File: config.mk
export PLATFORM = sky130hd
export DESIGN_NAME = exec_pipe_regs
export DESIGN_NICKNAME = d
export VERILOG_FILES = /design/src/rtl/riscv_pkg.sv /design/src/rtl/flopr_clr.sv /design/src/rtl/exec_pipe_regs.sv
export SDC_FILE = /design/constraint.sdc
export NUM_CORES = 1
export LEC_CHECK = 0
export CAP_MARGIN = 20
export CORE_ASPECT_RATIO = 1.2
export CORE_UTILIZATION = 49
export CTS_CLUSTER_SIZE = 16
export DETAILED_ROUTE_END_ITERATION = 8
export PLACE_DENSITY = 0.95
export SETUP_SLACK_MARGIN = 0.4
export SLEW_MARGIN = 20
export SYNTH_ARGS = -nofsm -noshare
export SYNTH_HDL_FRONTEND = slang
export SYNTH_HIERARCHICAL = 1
export SYNTH_SLANG_ARGS = --single-unit
File: constraint.sdc
create_clock -name clk -period 13.1 [get_ports clk]
set_clock_uncertainty 0.15 [all_clocks]
set_input_delay 3.93 -clock clk [delete_from_list [all_inputs] [get_ports clk]]
set_output_delay 3.93 -clock clk [all_outputs]
set_load 0.1 [all_outputs]
File: src/rtl/riscv_pkg.sv
// Shared RV32I core definitions: datapath width, writeback-source encodings
// and the packed per-stage pipeline register layouts.
package riscv_pkg;

    localparam int XLEN = 32;

    // Writeback source select; 2'b11 is reserved and behaves as RES_ALU.
    localparam logic [1:0] RES_ALU = 2'b00;
    localparam logic [1:0] RES_MEM = 2'b01;
    localparam logic [1:0] RES_PC4 = 2'b10;

    // Decode -> Execute register contents.
    typedef struct packed {
        logic            valid;
        logic            reg_write;
        logic            mem_write;
        logic [1:0]      result_src;
        logic [4:0]      rs1;
        logic [4:0]      rs2;
        logic [4:0]      rd;
        logic [XLEN-1:0] pc_plus4;
    } ctrl_e_t;

    // Execute -> Memory register contents.
    typedef struct packed {
        logic            valid;
        logic            reg_write;
        logic            mem_write;
        logic [1:0]      result_src;
        logic [4:0]      rd;
        logic [XLEN-1:0] alu_result;
        logic [XLEN-1:0] write_data;
        logic [XLEN-1:0] pc_plus4;
    } ctrl_m_t;

    // Memory -> Writeback register contents.
    typedef struct packed {
        logic            valid;
        logic            reg_write;
        logic [1:0]      result_src;
        logic [4:0]      rd;
        logic [XLEN-1:0] alu_result;
        logic [XLEN-1:0] read_data;
        logic [XLEN-1:0] pc_plus4;
    } ctrl_w_t;

endpackage

File: src/rtl/flopr_clr.sv
// Parameterised-width register with asynchronous reset and a synchronous
// clear; the clear loads all zeros (used to insert pipeline bubbles).
module flopr_clr #(
    parameter int WIDTH = 8
) (
    input  logic             clk,
    input  logic             reset,
    input  logic             clr,
    input  logic [WIDTH-1:0] d,
    output logic [WIDTH-1:0] q
);

    logic [WIDTH-1:0] q_d;
    logic [WIDTH-1:0] q_q;

    // Next value: zeros when clearing, otherwise the incoming data.
    always_comb begin
        q_d = d;
        if (clr) begin
            q_d = '0;
        end
    end

    // State register; reset is asynchronous and takes priority over clear.
    always_ff @(posedge clk or posedge reset) begin
        if (reset) begin
            q_q <= '0;
        end else begin
            q_q <= q_d;
        end
    end

    assign q = q_q;

endmodule

File: src/rtl/exec_pipe_regs.sv
// D->E, E->M and M->W pipeline registers of the 5-stage RV32I core, plus the
// writeback result mux. Optional feature macro: RETIRE_CNT_EN adds the
// RetiredW port and a 32-bit count of instructions entering Writeback.
module exec_pipe_regs
    import riscv_pkg::*;
(
    input  logic            clk,
    input  logic            reset,
    input  logic            ValidD,
    input  logic [4:0]      Rs1D,
    input  logic [4:0]      Rs2D,
    input  logic [4:0]      RdD,
    input  logic            RegWriteD,
    input  logic            MemWriteD,
    input  logic [1:0]      ResultSrcD,
    input  logic [XLEN-1:0] PCPlus4D,
    input  logic            FlushE,
    input  logic [XLEN-1:0] ALUResultE,
    input  logic [XLEN-1:0] WriteDataE,
    input  logic [XLEN-1:0] ReadDataM,
    output logic [4:0]      Rs1E,
    output logic [4:0]      Rs2E,
    output logic [4:0]      RdE,
    output logic            RegWriteE,
    output logic            MemWriteE,
    output logic            ValidE,
    output logic [1:0]      ResultSrcE,
    output logic [XLEN-1:0] PCPlus4E,
    output logic [4:0]      RdM,
    output logic            RegWriteM,
    output logic            MemWriteM,
    output logic            ValidM,
    output logic [XLEN-1:0] ALUResultM,
    output logic [XLEN-1:0] WriteDataM,
    output logic [4:0]      RdW,
    output logic            RegWriteW,
    output logic            ValidW,
    output logic [XLEN-1:0] ResultW
`ifdef RETIRE_CNT_EN
    ,
    output logic [31:0]     RetiredW
`endif
);

    ctrl_e_t ctrl_e_d, ctrl_e_q;
    ctrl_m_t ctrl_m_d, ctrl_m_q;
    ctrl_w_t ctrl_w_d, ctrl_w_q;

    // D->E capture: an invalid slot becomes a bubble (data still copied);
    // writes to x0 are dropped here so later stages never see them.
    always_comb begin
        ctrl_e_d          = '0;
        ctrl_e_d.pc_plus4 = PCPlus4D;
        if (ValidD) begin
            ctrl_e_d.valid      = 1'b1;
            ctrl_e_d.reg_write  = RegWriteD & (RdD != 5'd0);
            ctrl_e_d.mem_write  = MemWriteD;
            ctrl_e_d.result_src = ResultSrcD;
            ctrl_e_d.rs1        = Rs1D;
            ctrl_e_d.rs2        = Rs2D;
            ctrl_e_d.rd         = RdD;
        end
    end

    // FlushE clears the whole E group, data fields included.
    flopr_clr #(.WIDTH($bits(ctrl_e_t))) u_reg_e (
        .clk   (clk),
        .reset (reset),
        .clr   (FlushE),
        .d     (ctrl_e_d),
        .q     (ctrl_e_q)
    );

    // E->M: copy controls and Execute results; reserved source maps to ALU.
    always_comb begin
        ctrl_m_d            = '0;
        ctrl_m_d.valid      = ctrl_e_q.valid;
        ctrl_m_d.reg_write  = ctrl_e_q.reg_write;
        ctrl_m_d.mem_write  = ctrl_e_q.mem_write;
        ctrl_m_d.result_src = (ctrl_e_q.result_src == 2'b11) ? RES_ALU
                                                              : ctrl_e_q.result_src;
        ctrl_m_d.rd         = ctrl_e_q.rd;
        ctrl_m_d.alu_result = ALUResultE;
        ctrl_m_d.write_data = WriteDataE;
        ctrl_m_d.pc_plus4   = ctrl_e_q.pc_plus4;
    end

    flopr_clr #(.WIDTH($bits(ctrl_m_t))) u_reg_m (
        .clk   (clk),
        .reset (reset),
        .clr   (1'b0),
        .d     (ctrl_m_d),
        .q     (ctrl_m_q)
    );

    // M->W: copy controls, the ALU result and the memory read data.
    always_comb begin
        ctrl_w_d            = '0;
        ctrl_w_d.valid      = ctrl_m_q.valid;
        ctrl_w_d.reg_write  = ctrl_m_q.reg_write;
        ctrl_w_d.result_src = ctrl_m_q.result_src;
        ctrl_w_d.rd         = ctrl_m_q.rd;
        ctrl_w_d.alu_result = ctrl_m_q.alu_result;
        ctrl_w_d.read_data  = ReadDataM;
        ctrl_w_d.pc_plus4   = ctrl_m_q.pc_plus4;
    end

    flopr_clr #(.WIDTH($bits(ctrl_w_t))) u_reg_w (
        .clk   (clk),
        .reset (reset),
        .clr   (1'b0),
        .d     (ctrl_w_d),
        .q     (ctrl_w_q)
    );

    // Writeback result select, also the W-stage forwarding value.
    always_comb begin
        case (ctrl_w_q.result_src)
            RES_MEM: ResultW = ctrl_w_q.read_data;
            RES_PC4: ResultW = ctrl_w_q.pc_plus4;
            default: ResultW = ctrl_w_q.alu_result;
        endcase
    end

`ifdef RETIRE_CNT_EN
    logic [31:0] retired_d;
    logic [31:0] retired_q;

    // Count instructions moving from M into W; wraps naturally at 2^32.
    always_comb begin
        retired_d = retired_q;
        if (ctrl_m_q.valid) begin
            retired_d = retired_q + 32'd1;
        end
    end

    // Retire counter register.
    always_ff @(posedge clk or posedge reset) begin
        if (reset) begin
            retired_q <= '0;
        end else begin
            retired_q <= retired_d;
        end
    end

    assign RetiredW = retired_q;
`endif

    assign Rs1E       = ctrl_e_q.rs1;
    assign Rs2E       = ctrl_e_q.rs2;
    assign RdE        = ctrl_e_q.rd;
    assign RegWriteE  = ctrl_e_q.reg_write;
    assign MemWriteE  = ctrl_e_q.mem_write;
    assign ValidE     = ctrl_e_q.valid;
    assign ResultSrcE = ctrl_e_q.result_src;
    assign PCPlus4E   = ctrl_e_q.pc_plus4;

    assign RdM        = ctrl_m_q.rd;
    assign RegWriteM  = ctrl_m_q.reg_write;
    assign MemWriteM  = ctrl_m_q.mem_write;
    assign ValidM     = ctrl_m_q.valid;
    assign ALUResultM = ctrl_m_q.alu_result;
    assign WriteDataM = ctrl_m_q.write_data;

    assign RdW        = ctrl_w_q.rd;
    assign RegWriteW  = ctrl_w_q.reg_write;
    assign ValidW     = ctrl_w_q.valid;

endmodule

==> flow_summary.toml <==
[run_status]
outcome = "complete, no violations"

[cells_and_area]
syn_to_final_growth_pct = 44.09
final_nets = 1162
area.sequential_sq_um = 6581
finalNonFillerCells = 1250
layout.filler_cells = 1141
final_util_pct = 72.47
multi_input_comb_area_sq_um = 2385
final_layout_size_suffix_gt1_share_pct = 4.488

[floorplan]
die_height_microns = 151.9
initial_utilization_pct = 50.29
number_of_placement_rows = 54
die_width_microns = 126.9
die_area_sq_um = 19280
fp.coreArea_sq_um = 18240
ioPinCount = 314

[worst_setup_path]
crit_cells = 6
setup.reg_to_reg.worst_slack_ps = 12180
rr_startpoint = "u_reg_e/q[48]$_DFF_PP0_"
startpoint_type = "register"
crit_type = "register to primary output"
critical_path_arrival_ps = 3600
crit_path_max_delay_family = "buffers and inverters"
critical_path.cell_chain = "inv_1 -> ha_1 -> buf_4 -> a22oi_1 -> o21ai_0 -> clkdlybuf4s50_1"
critical_path.endpoint_type = "primary output"
cp_slowest_stage_delay_ps = 1180
critPathMaxFanout = 21
worst-r2r-cell-count = 2
timing.rr.end = "u_reg_m/q[102]$_DFF_PP0_"
crit_path_top_delay_cell = "clkdlybuf4s50_1"
crit_buf_inv = 3
critical_path_required_ps = 9020

[clock_tree]
tritoncts_clock_tree = "built"
cts_root_buffer = "clkbuf_16"
post_cts_resize_count = 0
cts.path.max_buffers = 3
clkTransAtPathRegs_ps = 60
cts_max_level = 1
clkSinkCount = 263
cts_hold_buffers = 0
cts_bufs_inserted = 26
clkLatencyLatePin_ps = 510
cts.repair_timing.setup_buffer_count = 0

[synth]
synth_top_cells_by_area = "dfrtp_1 72%, nor2b_1 18%, a22oi_1 2.6%"
ys_top_cells_by_count = "265 x nor2b_1, 263 x dfrtp_1, 32 x a22oi_1, 32 x nand2_1, 32 x o21ai_0"
postSynth.asyncResetShare_pct = 100.0
post_synth_inst_count = 693
synth_area_sq_um = 9175
yosysMostFrequentCell = "nor2b_1"
synth_enable_flop_cells = 0
yosysSeqAreaShare_pct = 71.73
number_of_library_cell_types_mapped_by_synthesis = 16
synth_ff_type = "dfrtp_1"
synth.ff_latch_count = 263
yosys_warnings = 6
top_cell_type_s_share_of_synthesized_area_pct = 71.73
netlist.top_cell.by_area = "dfrtp_1"
avgSynthCellArea_sq_um = 13.24

[placement]
buffer_ports.inserted = 313
placedCellCount = 1205
final_gp_congestion = 0.8366
detailedPlacementHpwl_microns = 16350

[route]
drt.antenna.violating_nets = 0
routed-via-count = 6065
wl_per_cell_microns = 18.79
finalWirelength_microns = 23480
drt_first_iter_violations = 233
drt_drc_violations_left = 0
drt_pass1_iterations = 6
vias_per_cell = 4.852

[sta]
tns_ps = 0
layout_worst_path_cycle_share_pct = 58.61
unrepaired_setup_endpoints_after_global_routing = "false"
layout_min_cycle_time_ps = 7677
timing.slew.headroom_pct = 29.81
hold_viol = 0
finalMaxSlewViolations = 0
hold_slack_ps = 307.3
tightest_pin_transition_ps = 1050
report.final.setup_viol = 0
max_freq_ghz = 0.1303

[global_route]
grt_first_pass_wirelength_microns = 36960
pin_count_of_the_biggest_net_entering_global_routing = 65
grtUsageTotal_pct = 25.29
first_global_vias = 6730
globalRoute.totalOverflow = 0
antenna_found_initial = 1

[hold_path]
hold_path.class = "register to register"
timing.hold.worst_path_depth = 1
worstHoldStart = "u_reg_m/q[19]$_DFF_PP0_"
hold_path_end = "u_reg_w/q[19]$_DFF_PP0_"

[power]
comb_power_share_pct = 17.7
switching_power_uw = 534.1
seq_power_share_pct = 45.8
internal-power_uw = 1342
power.static_leakage_uw = 0.005862
clkPwrFrac_pct = 36.5
worst_voltage_drop_across_the_vdd_grid_mv = 0.1161
p_per_area_nw_per_um2 = 141.9
switching_power_share_of_the_total_pct = 28.47

[flow_run]
max-cap-violations = 0
[state kept, by name, indices dropped and copies added (netlist names)]
| name | count |
|---|---|
| u_reg_m/q | 106 |
| u_reg_e/q | 52 |
| u_reg_w/q | 105 |
[power groups by stage]
stage	logic (uW)	registers (uW)	clock network, uW
after floorplan	87.0	1010	0
after CTS	330	859	699
final	332	859	686
after global placement	324	872	0
after global routing	346	861	737
after detailed placement	328	873	0
[cell type report]
type                            count  area share [%]
Antenna cell                        1         0.01893
Tap cell                          224           2.120
Clock buffer                       39           5.754
Multi-Input combinational cell    396           18.04
Clock inverter                      5          0.2177
Sequential cell                   263           49.78
Timing Repair Buffer              317           23.89
Inverter                            5          0.1798
[layout by cell type (no fill, tap or decap)]
cell	synthesis	final
buf_4	8	4
dfrtp_1	263	263
inv_4	0	2
and2_2	1	1
nor2b_1	265	265
o21ai_0	32	32
clkbuf_8	0	4
inv_1	5	2
buf_2	25	1
clkbuf_16	0	27
o311a_1	1	1
inv_6	0	1
or3_1	1	1
nand2_1	32	32
clkinv_2	0	4
inv_2	0	1
clkdlybuf4s50_1	0	312
ha_1	2	1
diode_2	0	1
and2_1	17	17
clkbuf_1	5	8
conb_1	1	13
ha_2	0	1
a22oi_1	32	32
[metal layers]
| metal | vias up | part of all wire (%) | global-route usage, % |
|---|---|---|---|
| met4 | 0 | 3.1 | 9.580 |
| li1 | 2789 | - | - |
| met3 | 52 | 6.4 | 6.232 |
| met2 | 218 | 55 | 46.81 |
| met1 | 3006 | 36 | 27.60 |
| met5 | - | 0 | 0 |
[cells by family (layout without fill, tap and decap cells)]
kind of cell	after synthesis	after routing	share of synthesized area [%]
AND/OR/NAND/NOR	316	316	20.69
flip-flops	263	263	71.73
AO/OA/AOI/OAI	65	65	4.473
buffers and inverters	46	366	2.796
adder cells (fa/ha/maj)	2	2	0.2727
other	1	14	0.04087
[worst register-to-register path, stage by stage (launching register included)]
cell and delay (ps):
dfrtp_1 410, nor2b_1 140, nor2b_1 120
[how the worst max path moves through the flow]
stage	slack (ps)	from	to
floorplan	5930	u_reg_w/q[101]$_DFF_PP0_	ResultW[0]
global placement	6080	u_reg_w/q[102]$_DFF_PP0_	ResultW[24]
detailed placement	5950	u_reg_w/q[102]$_DFF_PP0_	ResultW[26]
CTS	5400	u_reg_w/q[102]$_DFF_PP0_	ResultW[26]
global route	5290	u_reg_w/q[102]$_DFF_PP0_	ResultW[26]
finish	5420	u_reg_w/q[102]$_DFF_PP0_	ResultW[26]
[per-stage QoR]
stage	instance area [sq um]	worst slack (ps)	total power [uW]
floorplan	9220	5935	1095
global placement	12430	6084	1196
detailed placement	12430	5954	1202
CTS	13220	5396	1888
global route	13220	5288	1944
finish	13220	5423	1876
Power figures use the tool's default switching activity.
==> variant: new RTL, config.mk and constraints unchanged <==
Put a register stage on the output `PCPlus4E`. The value now appears one clock later. The other outputs are not delayed to match.
--- a/src/rtl/exec_pipe_regs.sv
+++ b/src/rtl/exec_pipe_regs.sv
@@ -154,5 +154,7 @@
     assign ValidE     = ctrl_e_q.valid;
     assign ResultSrcE = ctrl_e_q.result_src;
-    assign PCPlus4E   = ctrl_e_q.pc_plus4;
+    always_ff @(posedge clk) begin
+        PCPlus4E <= ctrl_e_q.pc_plus4;
+    end
 
     assign RdM        = ctrl_m_q.rd;
Behaviour: not the same (Yosys sat finds a counterexample within 4 cycles, from zero or initial values and one cycle with reset high).
==> variant against the unedited design <==
Critical endpoint is now ResultW[7]. Sequential cell count up 32. Count of clock-buffer cells in the layout increased by 8. Total power grew 11%. Worst setup slack better by 0.25 ns. Wire length is 13% higher. Via count up 6.7%. Final area is 6.1% higher. Synthesized area increased by 7.0%. Largest cell class unchanged. Synthesized cell count rose by 4.6%. Largest power group unchanged.
==> variant: results (changes against the unedited design) <==
| Metric | Value |
|---|---|
| Peak supply drop | 0.106 mV (-8.6%) |
| Placed instance area | 0.0131 mm² (+5.4%) |
| First-pass GRT wire length | 39,900 µm (+7.9%) |
| Share of layout cells above drive strength 1 | 4.89% (+0.40 points) |
| WL final | 26,600 µm (+13%) |
| Detailed-route via count | 6,472 (+6.7%) |
| Critical Path Fanout Max | 32 (+52%) |
| P_leak | 6.18 nW (+5.4%) |
| # nets final | 1,194 (+2.8%) |
| Period utilisation layout | 56.7% (-1.9 points) |
| Post-synthesis cell count | 725 (+4.6%) |
| Synth top area cells | dfrtp_1 (67%), nor2b_1 (17%), dfxtp_1 (6.5%), a22oi_1 (2.4%), o21ai_0 (1.6%) |
| Slew of the pin with the lowest slew margin | 1.06 ns (+0.0150 ns) |
| Fillers | 1,306 (+14%) |
| Post-DP HPWL | 18,300 µm (+12%) |
| Final cell count without fillers | 1,326 (+6.1%) |
| Global placer's final weighted congestion | 0.870 (+3.9%) |
| Outcome | finished clean |
| Vias in the first global route | 7,041 (+4.6%) |
| Area of the multi-input gates | 0.00240 mm² (+0.52%) |
| Total track usage | 25.7% (+0.42 points) |
| Worst EP arrival | 3.35 ns (-0.25 ns) |
| Reg2reg setup slack | 12.20 ns (+0.02 ns) |
| CTS Buf Count | 28 (+7.7%) |
| Antenna violations before repair | 2 (+1) |
| Sequential fraction of the synthesis area | 73.6% (+1.9 points) |
## variant: path summary, 6_finish.rpt
check,end,cells past startpoint
max in group asynchronous,u_reg_m/q[50]$_DFF_PP0_,3
min,PCPlus4E[27]$_DFF_P_,0
max,ResultW[7],5
max reg2reg,u_reg_m/q[102]$_DFF_PP0_,2
min in group asynchronous,u_reg_m/q[28]$_DFF_PP0_,2
min reg2reg,PCPlus4E[27]$_DFF_P_,0
## variant: cells by family after synthesis
group / share of synthesized area [%]
fa+ha+maj: 0.255
flops: 73.6
compound gates: 4.18
buf+inv: 2.60
other cells: 0.0382
simple gates: 19.3
## variant: area by class of cell
cell class / count / share of cell area, %
sequential: 295 / 51.5
timing repair buffer: 315 / 22.4
clock inverter: 5 / 0.196
multi-input combinational: 396 / 17.1
antenna: 2 / 0.0357
inverter: 5 / 0.178
tap: 261 / 2.33
clock buffer: 47 / 6.30
## variant: worst reg2reg max path: cells and delay by family (launching register included)
kind | cells | cell delay (ns)
flip-flops | 1 | 0.40
AND/OR/NAND/NOR | 2 | 0.25
## variant: power by group
group	total [W]	internal, W	switching [W]
logic	0.000334	0.0000977	0.000236
clock network	0.000781	0.000457	0.000324
registers	0.000966	0.000949	0.0000174
## variant: per-layer routing
| layer | vias up | wire length [µm] | track usage, % |
|---|---|---|---|
| met5 | - | 0 | 0 |
| met4 | 0 | 1120 | 12.5 |
| met3 | 71 | 1550 | 5.51 |
| met2 | 276 | 13800 | 44.8 |
| met1 | 3232 | 10100 | 30.5 |
| li1 | 2893 | - | - |
## variant: through the flow
stage / hold WS [ns] / power (W)
finish: 0.214 / 0.00208
floorplan: 0.190 / 0.00120
detailed placement: 0.201 / 0.00131
CTS: 0.214 / 0.00209
global placement: 0.195 / 0.00130
global route: 0.228 / 0.00215
